<file path="src/rtl/sm4_keyexp_if.sv">
// Request/read bus of the SM4 key-expansion engine.
// The master side starts an expansion and reads round keys; the slave side is the engine.
interface sm4_keyexp_if #(
  parameter int IDXW = 5
) ();
  logic            start_i;
  logic [127:0]    mk_i;
  logic            busy_o;
  logic            done_o;
  logic            rk_valid_o;
  logic [IDXW-1:0] rd_idx_i;
  logic            rd_dec_i;
  logic [31:0]     rk_o;

  modport master (
    output start_i, mk_i, rd_idx_i, rd_dec_i,
    input  busy_o, done_o, rk_valid_o, rk_o
  );

  modport slave (
    input  start_i, mk_i, rd_idx_i, rd_dec_i,
    output busy_o, done_o, rk_valid_o, rk_o
  );
endinterface

</file>
<file path="src/rtl/sm4_keyexp.sv">
// Iterative SM4 key expansion: 32 round keys into a register file, one round per cycle.
// Define SM4_KEYEXP_2RND_EN to compute two rounds per cycle (16-cycle expansion).
module sm4_keyexp #(
  parameter int NRND = 32
) (
  input  logic              clk,
  input  logic              rst,
  sm4_keyexp_if.slave       bus
);
  localparam int IDXW = $clog2(NRND);
  localparam logic [IDXW-1:0] LAST_IDX = IDXW'(NRND - 1);
  localparam logic [IDXW-1:0] ONE_IDX  = IDXW'(1);
  localparam logic [127:0] FK = 128'hA3B1BAC6_56AA3350_677D9197_B27022DC;

  localparam logic [0:255][7:0] SBOX = {
    8'hd6, 8'h90, 8'he9, 8'hfe, 8'hcc, 8'he1, 8'h3d, 8'hb7, 8'h16, 8'hb6, 8'h14, 8'hc2, 8'h28, 8'hfb, 8'h2c, 8'h05,
    8'h2b, 8'h67, 8'h9a, 8'h76, 8'h2a, 8'hbe, 8'h04, 8'hc3, 8'haa, 8'h44, 8'h13, 8'h26, 8'h49, 8'h86, 8'h06, 8'h99,
    8'h9c, 8'h42, 8'h50, 8'hf4, 8'h91, 8'hef, 8'h98, 8'h7a, 8'h33, 8'h54, 8'h0b, 8'h43, 8'hed, 8'hcf, 8'hac, 8'h62,
    8'he4, 8'hb3, 8'h1c, 8'ha9, 8'hc9, 8'h08, 8'he8, 8'h95, 8'h80, 8'hdf, 8'h94, 8'hfa, 8'h75, 8'h8f, 8'h3f, 8'ha6,
    8'h47, 8'h07, 8'ha7, 8'hfc, 8'hf3, 8'h73, 8'h17, 8'hba, 8'h83, 8'h59, 8'h3c, 8'h19, 8'he6, 8'h85, 8'h4f, 8'ha8,
    8'h68, 8'h6b, 8'h81, 8'hb2, 8'h71, 8'h64, 8'hda, 8'h8b, 8'hf8, 8'heb, 8'h0f, 8'h4b, 8'h70, 8'h56, 8'h9d, 8'h35,
    8'h1e, 8'h24, 8'h0e, 8'h5e, 8'h63, 8'h58, 8'hd1, 8'ha2, 8'h25, 8'h22, 8'h7c, 8'h3b, 8'h01, 8'h21, 8'h78, 8'h87,
    8'hd4, 8'h00, 8'h46, 8'h57, 8'h9f, 8'hd3, 8'h27, 8'h52, 8'h4c, 8'h36, 8'h02, 8'he7, 8'ha0, 8'hc4, 8'hc8, 8'h9e,
    8'hea, 8'hbf, 8'h8a, 8'hd2, 8'h40, 8'hc7, 8'h38, 8'hb5, 8'ha3, 8'hf7, 8'hf2, 8'hce, 8'hf9, 8'h61, 8'h15, 8'ha1,
    8'he0, 8'hae, 8'h5d, 8'ha4, 8'h9b, 8'h34, 8'h1a, 8'h55, 8'had, 8'h93, 8'h32, 8'h30, 8'hf5, 8'h8c, 8'hb1, 8'he3,
    8'h1d, 8'hf6, 8'he2, 8'h2e, 8'h82, 8'h66, 8'hca, 8'h60, 8'hc0, 8'h29, 8'h23, 8'hab, 8'h0d, 8'h53, 8'h4e, 8'h6f,
    8'hd5, 8'hdb, 8'h37, 8'h45, 8'hde, 8'hfd, 8'h8e, 8'h2f, 8'h03, 8'hff, 8'h6a, 8'h72, 8'h6d, 8'h6c, 8'h5b, 8'h51,
    8'h8d, 8'h1b, 8'haf, 8'h92, 8'hbb, 8'hdd, 8'hbc, 8'h7f, 8'h11, 8'hd9, 8'h5c, 8'h41, 8'h1f, 8'h10, 8'h5a, 8'hd8,
    8'h0a, 8'hc1, 8'h31, 8'h88, 8'ha5, 8'hcd, 8'h7b, 8'hbd, 8'h2d, 8'h74, 8'hd0, 8'h12, 8'hb8, 8'he5, 8'hb4, 8'hb0,
    8'h89, 8'h69, 8'h97, 8'h4a, 8'h0c, 8'h96, 8'h77, 8'h7e, 8'h65, 8'hb9, 8'hf1, 8'h09, 8'hc5, 8'h6e, 8'hc6, 8'h84,
    8'h18, 8'hf0, 8'h7d, 8'hec, 8'h3a, 8'hdc, 8'h4d, 8'h20, 8'h79, 8'hee, 8'h5f, 8'h3e, 8'hd7, 8'hcb, 8'h39, 8'h48
  };

  // Round constant: byte j of CK[i] is (4i+j)*7 mod 256, MSB first.
  function automatic logic [31:0] ck_of(input logic [IDXW-1:0] i);
    logic [7:0] base;
    base = {1'b0, i, 2'b00};
    return {8'((base + 8'd0) * 8'd7), 8'((base + 8'd1) * 8'd7),
            8'((base + 8'd2) * 8'd7), 8'((base + 8'd3) * 8'd7)};
  endfunction

  function automatic logic [31:0] t_prime(input logic [31:0] a);
    logic [31:0] b;
    b = {SBOX[a[31:24]], SBOX[a[23:16]], SBOX[a[15:8]], SBOX[a[7:0]]};
    return b ^ {b[18:0], b[31:19]} ^ {b[8:0], b[31:9]};
  endfunction

  typedef enum logic [0:0] {IDLE = 1'b0, RUN = 1'b1} state_t;

  state_t                 state_q, state_d;
  logic [IDXW-1:0]        cnt_q, cnt_d;
  logic [3:0][31:0]       k_q, k_d;
  logic [NRND-1:0][31:0]  rk_q, rk_d;
  logic                   busy_q, busy_d;
  logic                   done_q, done_d;
  logic                   valid_q, valid_d;

  logic [31:0]            t0;
`ifdef SM4_KEYEXP_2RND_EN
  logic [31:0]            t1;
`endif
  logic [IDXW-1:0]        rd_sel;

  // k_q[0] is K0 (oldest word), k_q[3] is K3 (newest word).
  always_comb begin
    state_d = state_q;
    cnt_d   = cnt_q;
    k_d     = k_q;
    rk_d    = rk_q;
    busy_d  = busy_q;
    done_d  = 1'b0;
    valid_d = valid_q;
    t0      = k_q[0] ^ t_prime(k_q[1] ^ k_q[2] ^ k_q[3] ^ ck_of(cnt_q));
`ifdef SM4_KEYEXP_2RND_EN
    t1      = k_q[1] ^ t_prime(k_q[2] ^ k_q[3] ^ t0 ^ ck_of(cnt_q + ONE_IDX));
`endif
    case (state_q)
      IDLE: begin
        if (bus.start_i) begin
          k_d     = {bus.mk_i[31:0], bus.mk_i[63:32], bus.mk_i[95:64], bus.mk_i[127:96]}
                    ^ {FK[31:0], FK[63:32], FK[95:64], FK[127:96]};
          cnt_d   = '0;
          valid_d = 1'b0;
          busy_d  = 1'b1;
          state_d = RUN;
        end else begin
          state_d = IDLE;
        end
      end
      RUN: begin
`ifdef SM4_KEYEXP_2RND_EN
        rk_d[cnt_q]           = t0;
        rk_d[cnt_q + ONE_IDX] = t1;
        k_d   = {t1, t0, k_q[3], k_q[2]};
        cnt_d = cnt_q + IDXW'(2);
        if (cnt_q == LAST_IDX - ONE_IDX) begin
`else
        rk_d[cnt_q] = t0;
        k_d   = {t0, k_q[3], k_q[2], k_q[1]};
        cnt_d = cnt_q + ONE_IDX;
        if (cnt_q == LAST_IDX) begin
`endif
          state_d = IDLE;
          busy_d  = 1'b0;
          done_d  = 1'b1;
          valid_d = 1'b1;
        end else begin
          state_d = RUN;
        end
      end
      default: begin
        state_d = IDLE;
        busy_d  = 1'b0;
      end
    endcase
  end

  // State registers with synchronous reset; reset also clears the key file.
  always_ff @(posedge clk) begin
    if (rst) begin
      state_q <= IDLE;
      cnt_q   <= '0;
      k_q     <= '0;
      rk_q    <= '0;
      busy_q  <= 1'b0;
      done_q  <= 1'b0;
      valid_q <= 1'b0;
    end else begin
      state_q <= state_d;
      cnt_q   <= cnt_d;
      k_q     <= k_d;
      rk_q    <= rk_d;
      busy_q  <= busy_d;
      done_q  <= done_d;
      valid_q <= valid_d;
    end
  end

  // Decrypt order simply mirrors the index.
  assign rd_sel         = bus.rd_dec_i ? (LAST_IDX - bus.rd_idx_i) : bus.rd_idx_i;
  assign bus.rk_o       = rk_q[rd_sel];
  assign bus.busy_o     = busy_q;
  assign bus.done_o     = done_q;
  assign bus.rk_valid_o = valid_q;

endmodule
</file>
<file path="src/flat_wrapper.sv">
// flat-port wrapper written by rule: the top's interface ports become plain ports
module sm4_keyexp_flat 
#(
  parameter int NRND = 32
)
  (clk, rst, bus_start_i, bus_mk_i, bus_rd_idx_i, bus_rd_dec_i, bus_busy_o, bus_done_o, bus_rk_valid_o, bus_rk_o);
  sm4_keyexp_if bus_i ();
  input  logic clk;
  input  logic rst;
  input wire logic [$bits(bus_i.start_i)-1:0] bus_start_i;
  input wire logic [$bits(bus_i.mk_i)-1:0] bus_mk_i;
  input wire logic [$bits(bus_i.rd_idx_i)-1:0] bus_rd_idx_i;
  input wire logic [$bits(bus_i.rd_dec_i)-1:0] bus_rd_dec_i;
  output wire logic [$bits(bus_i.busy_o)-1:0] bus_busy_o;
  output wire logic [$bits(bus_i.done_o)-1:0] bus_done_o;
  output wire logic [$bits(bus_i.rk_valid_o)-1:0] bus_rk_valid_o;
  output wire logic [$bits(bus_i.rk_o)-1:0] bus_rk_o;
  assign bus_i.start_i = bus_start_i;
  assign bus_i.mk_i = bus_mk_i;
  assign bus_i.rd_idx_i = bus_rd_idx_i;
  assign bus_i.rd_dec_i = bus_rd_dec_i;
  assign bus_busy_o = bus_i.busy_o;
  assign bus_done_o = bus_i.done_o;
  assign bus_rk_valid_o = bus_i.rk_valid_o;
  assign bus_rk_o = bus_i.rk_o;
  sm4_keyexp #(.NRND(NRND)) u_core (.clk(clk), .rst(rst), .bus(bus_i));
endmodule
</file>
<file path="config.mk">
export PLATFORM = sky130hd
export DESIGN_NAME = sm4_keyexp_flat
export DESIGN_NICKNAME = d
export VERILOG_FILES = /design/src/rtl/sm4_keyexp_if.sv /design/src/rtl/sm4_keyexp.sv /design/src/flat_wrapper.sv
export SDC_FILE = /design/constraint.sdc
export NUM_CORES = 2
export LEC_CHECK = 0
export ABC_AREA = 1
export ABC_CLOCK_PERIOD_IN_PS = 5800
export BUFFER_PORTS_ARGS = -buffer_cell sky130_fd_sc_hd__buf_4
export CAP_MARGIN = 20
export CELL_PAD_IN_SITES_DETAIL_PLACEMENT = 1
export CELL_PAD_IN_SITES_GLOBAL_PLACEMENT = 1
export CORE_MARGIN = 1
export CORE_UTILIZATION = 49
export CTS_CLUSTER_DIAMETER = 100
export CTS_CLUSTER_SIZE = 24
export DETAILED_ROUTE_END_ITERATION = 16
export GPL_TIMING_DRIVEN = 0
export PLACE_DENSITY = 0.88
export SETUP_SLACK_MARGIN = 0.5
export SLEW_MARGIN = 20
export SYNTH_ARGS = -nofsm -noshare
export SYNTH_HDL_FRONTEND = slang
export SYNTH_SLANG_ARGS = --single-unit
</file>
<file path="constraint.sdc">
create_clock -name clk -period 5.8 [get_ports clk]
set_clock_uncertainty 0.15 [all_clocks]
set_input_delay 0.29 -clock clk [delete_from_list [all_inputs] [get_ports clk]]
set_output_delay 0.29 -clock clk [all_outputs]
set_load 0.02 [all_outputs]
</file>
==> results of run 1 <==
## synthesized netlist by cell type, types with 23 or more instances
cell type,count,area (um2)
sky130_fd_sc_hd__xnor2_1,36,315
sky130_fd_sc_hd__o21ai_1,319,1600
sky130_fd_sc_hd__nand3_2,30,300
sky130_fd_sc_hd__o21ai_0,1017,5090
sky130_fd_sc_hd__a311oi_1,32,280
sky130_fd_sc_hd__buf_4,72,541
sky130_fd_sc_hd__a22oi_1,23,173
sky130_fd_sc_hd__buf_6,33,372
sky130_fd_sc_hd__nand2_2,62,388
sky130_fd_sc_hd__and3_1,32,200
sky130_fd_sc_hd__a31oi_1,35,219
sky130_fd_sc_hd__nand2_1,2136,8020
sky130_fd_sc_hd__o211ai_1,50,375
sky130_fd_sc_hd__clkbuf_1,573,2150
sky130_fd_sc_hd__nand3_1,1306,6540
sky130_fd_sc_hd__ha_1,47,588
sky130_fd_sc_hd__inv_2,31,116
sky130_fd_sc_hd__xor2_1,23,201
sky130_fd_sc_hd__nor2_1,1407,5280
sky130_fd_sc_hd__inv_1,1188,4460
sky130_fd_sc_hd__buf_2,183,916
sky130_fd_sc_hd__dfxtp_1,1161,23200
sky130_fd_sc_hd__mux2i_1,91,911
sky130_fd_sc_hd__o22ai_1,58,363
sky130_fd_sc_hd__a21oi_1,660,3300
sky130_fd_sc_hd__o221ai_1,242,2120
## through the flow
step           std cells  utilization (%)  hold slack, ps  setup TNS, ps
2_1_floorplan      11000                -             326              0
3_3_place_gp       13000             52.0             356        -589010
3_5_place_dp       13000             52.0             361        -718260
4_1_cts            13200             54.3             182              0
## metal layers
metal / GRT overflow / GRT usage [%]
met1: 47 / 74.9
met5: 2 / 35.6
met4: 111 / 67.0
met2: 269 / 89.2
met3: 37 / 53.6
## repair_timing
| item | in CTS |
|---|---|
| endpoints found under the setup margin | 1088 |
| hold endpoints to repair | 128 |
| gates resized for setup | 107 |
| hold buffers | 128 |
| buffers inserted | 4 |
## cell families after synthesis
kind of cell,count (synthesis),synth area share [%]
flops,1161,33.7
compound gates,2464,19.9
simple gates,5028,30.7
xor+xnor,64,0.866
fa+ha+maj,53,1.03
mux,91,1.32
buf+inv,2104,12.5
==> results.txt, run 1 <==
The tool reported: "[ERROR GRT-0232] Routing congestion too high. Check the congestion heatmap in the GUI". The count of buffers added on input and output ports is around 170. The synthesized instance count came out at 11000.

The post-detailed-placement half-perimeter wirelength is between 300 and 400 mm. Sequential elements use about 34% of the synthesized area. When the netlist entered floorplanning its net count stood at 11200.

The placer's final routability congestion estimate came out at about 1.2. The number of buffers created by CTS is between 50 and 60. The stopping stage is global routing (5_1_grt). The total global routing track utilization is 72.2%. The worst slack after detailed placement came out at -1120 ps. The clock sink total came out at approximately 1200. The combined area of all synthesized cells is approximately 69000 um2. CTS built an H-tree with a depth of 2. The initial utilization of the core area, before any placement, comes to 49.4%. Summing all placed instances gives a cell area of ~73000 um2. The horizontal die dimension came out at 377 um. After synthesis, the netlist uses 46 different library cells.

The number of warnings issued by yosys is 0. In the synthesized netlist the dominant register cell turns out to be sky130_fd_sc_hd__dfxtp_1. The number of flops mapped to enable cells by yosys is 0.

The maximum number of buffers from clock root to sink is 3. The async set or reset register ratio after synthesis is 0%. The vertical extent of the die came out at roughly 380 um. The flow did not finish.

During I/O placement, the number of pins put on the boundary was approximately 170. The number of standard-cell rows in the floorplan came out at around 140. The number of synthesized register bits is 1161. The total congestion overflow is 466. The tree is rooted in a sky130_fd_sc_hd__clkbuf_16. The maximum number of pins on one net before global-route repair is 25. In this run the mean area of a mapped cell was between 6 and 7 um2.
==> run 2: changes to the inputs <==
--- a/config.mk
+++ b/config.mk
@@ -9,16 +9,11 @@
 export ABC_CLOCK_PERIOD_IN_PS = 5800
 export BUFFER_PORTS_ARGS = -buffer_cell sky130_fd_sc_hd__buf_4
 export CAP_MARGIN = 20
-export CELL_PAD_IN_SITES_DETAIL_PLACEMENT = 1
-export CELL_PAD_IN_SITES_GLOBAL_PLACEMENT = 1
 export CORE_MARGIN = 1
-export CORE_UTILIZATION = 49
-export CTS_CLUSTER_DIAMETER = 100
-export CTS_CLUSTER_SIZE = 24
+export CORE_UTILIZATION = 40
 export DETAILED_ROUTE_END_ITERATION = 16
 export GPL_TIMING_DRIVEN = 0
-export PLACE_DENSITY = 0.88
-export SETUP_SLACK_MARGIN = 0.5
+export PLACE_DENSITY_LB_ADDON = 0.15
 export SLEW_MARGIN = 20
 export SYNTH_ARGS = -nofsm -noshare
 export SYNTH_HDL_FRONTEND = slang
==> run 2 against run 1 <==
  * The flow now finishes, with violations (setup timing)
  * Synthesized area unchanged
  * Synthesized cell count unchanged
==> results.txt, run 2 <==
The run finished, with violations left. The checks that failed: setup timing. The final period demand of the worst path is slightly below 6000 ps. The share of the yosys chip area belonging to registers is 33.7% (unchanged). The data required time at the worst endpoint came out at 5360 ps. The clock latency on the worst-skew pair is 820 ps.

The path depth of the worst reg2reg path came out at 20. The combined area of all synthesized cells came to 69100 um2 (unchanged). The placer's final routability congestion estimate is 1.11 (-6.5%).

The horizontal die dimension came to 418 um (+11%). For the pin with the worst max-slew slack, the measured transition is between 1000 and 1500 ps. The number of buffers created by CTS is 134 (+140%). The count of nets left with antenna violations after detail routing is 0. The net count of the mapped netlist came out at 11200 (unchanged).

The largest fanout of any net on the critical path came out at 10. The number of search-and-repair iterations in the first detailed-routing pass came out at 6. The synthesized area per cell was 6.30 um2 (unchanged). The number of warnings issued by yosys is 0 (unchanged). The number of flops mapped to enable cells by yosys came out at 0 (unchanged). The full die area came out at roughly 170000 um2. Counting instances in the post-synthesis netlist gives the leading cell types as sky130_fd_sc_hd__nand2_1, sky130_fd_sc_hd__nor2_1, sky130_fd_sc_hd__nand3_1. Once layout is done, the placed cells without fillers occupy ~80000 um2.

The fraction of layout cells with a size suffix above 1 is 8.02%. sky130_fd_sc_hd__dfxtp_1 takes more of the synthesized area than any other cell. The total power density per cell area is 717 nW/um2. The first global-routing pass estimated 552 mm of wire. Global routing consumed, over all layers together, roughly 44% of the routing resources. The type of the worst min-delay path is input port to flip-flop. Once routing completed, OpenROAD measured the worst setup slack at -169 ps. The final-stage net count is roughly 12000.

The register with the most flip-flops in the layout has between 1000 and 1500 of them. The number of port buffers is 169 (unchanged). The I/O pin count came out at 172 (unchanged). The cell sitting at the root of the clock tree is a sky130_fd_sc_hd__clkbuf_16. The detailed-route wire length is 401 mm.

Entering global routing, the biggest net connects 17 pins. The total number of vias is around 83000. The number of H-tree branching levels was 4 (+2).

The top cell types in the final layout, fill and taps aside, are sky130_fd_sc_hd__nand2_1, sky130_fd_sc_hd__nor2_1, sky130_fd_sc_hd__nand3_1, sky130_fd_sc_hd__inv_1, sky130_fd_sc_hd__dfxtp_1. The via count of the first global-routing pass came out at 75500. By area the synthesized netlist is led by sky130_fd_sc_hd__dfxtp_1, sky130_fd_sc_hd__nand2_1, sky130_fd_sc_hd__nand3_1, sky130_fd_sc_hd__nor2_1, sky130_fd_sc_hd__o21ai_0.

The total leakage power came out at between 30 and 40 nW. The total overflow left after global routing is 0. The number of antenna violations at the first check in global routing is 25. The async set or reset register ratio after synthesis was 0% (unchanged). The number of cells on the worst hold path came out at 5. The final count of pins violating max slew came out at 0.

The worst setup path is captured at an output pin. The clock transition at the registers of the reported paths is about 50 ps. The number of remaining DRC errors came out at 0. The largest registers in the layout are u_core.rk_q x1024, u_core.k_q x128, u_core.cnt_q x5.

The clock sink total came to 1161 (unchanged). The number of synthesized register bits came to 1161 (unchanged). The count of endpoints failing hold in the final timing report came out at 0. The maximum number of buffers from clock root to sink came out at 3 (unchanged). In the synthesized netlist the dominant register cell turns out to be sky130_fd_sc_hd__dfxtp_1. The synthesized instance count came out at 11000 (unchanged).

The DRC violation total after the first TritonRoute iteration came out at around 13000. After detailed routing, the number of vias per cell comes to 6.03. The data arrival time at the worst-slack endpoint came out at between 5000 and 6000 ps.

The worst ir drop on vdd is 0.903 mV. The top cell type's share of synthesized area is 33.7% (unchanged). The highest clock rate is 0.168 GHz.

The total of endpoints with negative setup slack in the final report is just under 100. The detailed-route wire length per cell came out at between 20 and 30 um. The number of standard-cell rows in the floorplan is 152 (+11%). The final critical path takes up 103% of the cycle.

u_core.rk_q holds more flip-flops than any other register. Total power for the finished layout comes to ~57 mW. The area of the core is between 150000 and 200000 um2. The leading cell type by number of instances after synthesis is sky130_fd_sc_hd__nand2_1. The post-detailed-placement half-perimeter wirelength came to 298 mm (-0.72%). TritonCTS built the clock tree. The post-place instance area is 73300 um2 (+0.81%).

The number of distinct library cells after synthesis came out at 46 (unchanged). Setup repair after global routing left no endpoint under its margin. The worst setup path is of the input port to output pin kind.

The initial standard-cell utilization of the core is 40.3% (-9.2 points). The vertical extent of the die came out at 418 um (+11%). The library cell used most frequently in the layout, excluding fill and tap cells, is sky130_fd_sc_hd__nand2_1. Max-cap violations in this run came to 0. The area growth from synthesis to layout came out at 15.1%.

STA classifies the critical path startpoint as an input port. The worst-case headroom to the max-slew limit is 9.95%.
[run 2: worst paths after layout]
check,endpoint,start,slack [ps]
setup / recovery,bus_rk_o[5],bus_rd_dec_i,-170
hold / removal,u_core.bus.rk_valid_o$_SDFFE_PP0P_,bus_start_i,130
setup reg to reg,u_core.rk_q[444]$_SDFFE_PP0P_,u_core.cnt_q[2]$_SDFFE_PP0P_,-90
hold reg to reg,u_core.rk_q[683]$_SDFFE_PP0P_,u_core.rk_q[683]$_SDFFE_PP0P_,390
[run 2: kinds of logic (layout without fill, tap and decap cells)]
family | Yosys count | count (layout) | synth area share (%)
adders and majority gates | 53 | 53 | 1.03
muxes | 91 | 91 | 1.32
xor gates and xnor gates | 64 | 64 | 0.866
and+or+nand+nor | 5028 | 5028 | 30.7
other | 0 | 11 | 0
AOI/OAI and AO/OA | 2464 | 2464 | 19.9
DFF | 1161 | 1161 | 33.7
buffers and inverters | 2104 | 2641 | 12.5
[run 2: cell type report]
type                            instances  area, um2
Antenna cell                           11       27.5
Buffer                                883       4190
Clock buffer                          199       3950
Clock inverter                         36        523
Fill cell                           18300      92100
Inverter                             1221       4580
Multi-Input combinational cell       7700      37500
Sequential cell                      1161      23200
Tap cell                             2310       2890
Timing Repair Buffer                  302       2620
[run 2: routing by layer]
metal / vias to the layer above / part of all wire (%) / GRT usage, %
li1: 36800 / - / -
met1: 39600 / 38 / 54.9
met2: 5595 / 41 / 64.3
met3: 1368 / 13 / 14.5
met4: 24 / 7.7 / 29.2
met5: - / 0.043 / 0
[run 2: through the flow]
stage	setup WS (ps)	util, %	hold WS [ps]	std cells	TNS [ps]
final	-169	46.3	131	13800	-3870
after global routing	3.93	46.3	166	13800	0
after CTS	11.0	46.2	71.8	13800	0
after detailed placement	-831	42.7	358	13400	-393200
after global placement	-1280	42.7	358	13400	-903530
after floorplan	1880	-	326	11000	0
[run 2: critical path: stages]
cell and delay [ps]:
sky130_fd_sc_hd__clkbuf_1 320, sky130_fd_sc_hd__xnor2_1 300, sky130_fd_sc_hd__clkinv_1 290, sky130_fd_sc_hd__clkbuf_1 730, sky130_fd_sc_hd__clkbuf_1 1000, sky130_fd_sc_hd__clkbuf_1 740
sky130_fd_sc_hd__o221ai_1 420, sky130_fd_sc_hd__a311oi_1 930, sky130_fd_sc_hd__a31oi_1 230, sky130_fd_sc_hd__buf_4 240
[run 2: power breakdown]
group          internal, mW  leakage [nW]  switching (mW)
Sequential             8.20          9.38           0.175
Clock                  4.95          2.19            3.82
Combinational          7.78          26.8            32.1
[run 2: what timing repair did]
action	4_1_cts	5_1_grt
resized for setup	45	73
hold buffers	128	0
setup buffers	0	2
endpoints found under the hold margin	128	0
endpoints found under the setup margin	995	875
Note: power is estimated with default switching activity, not from simulation.
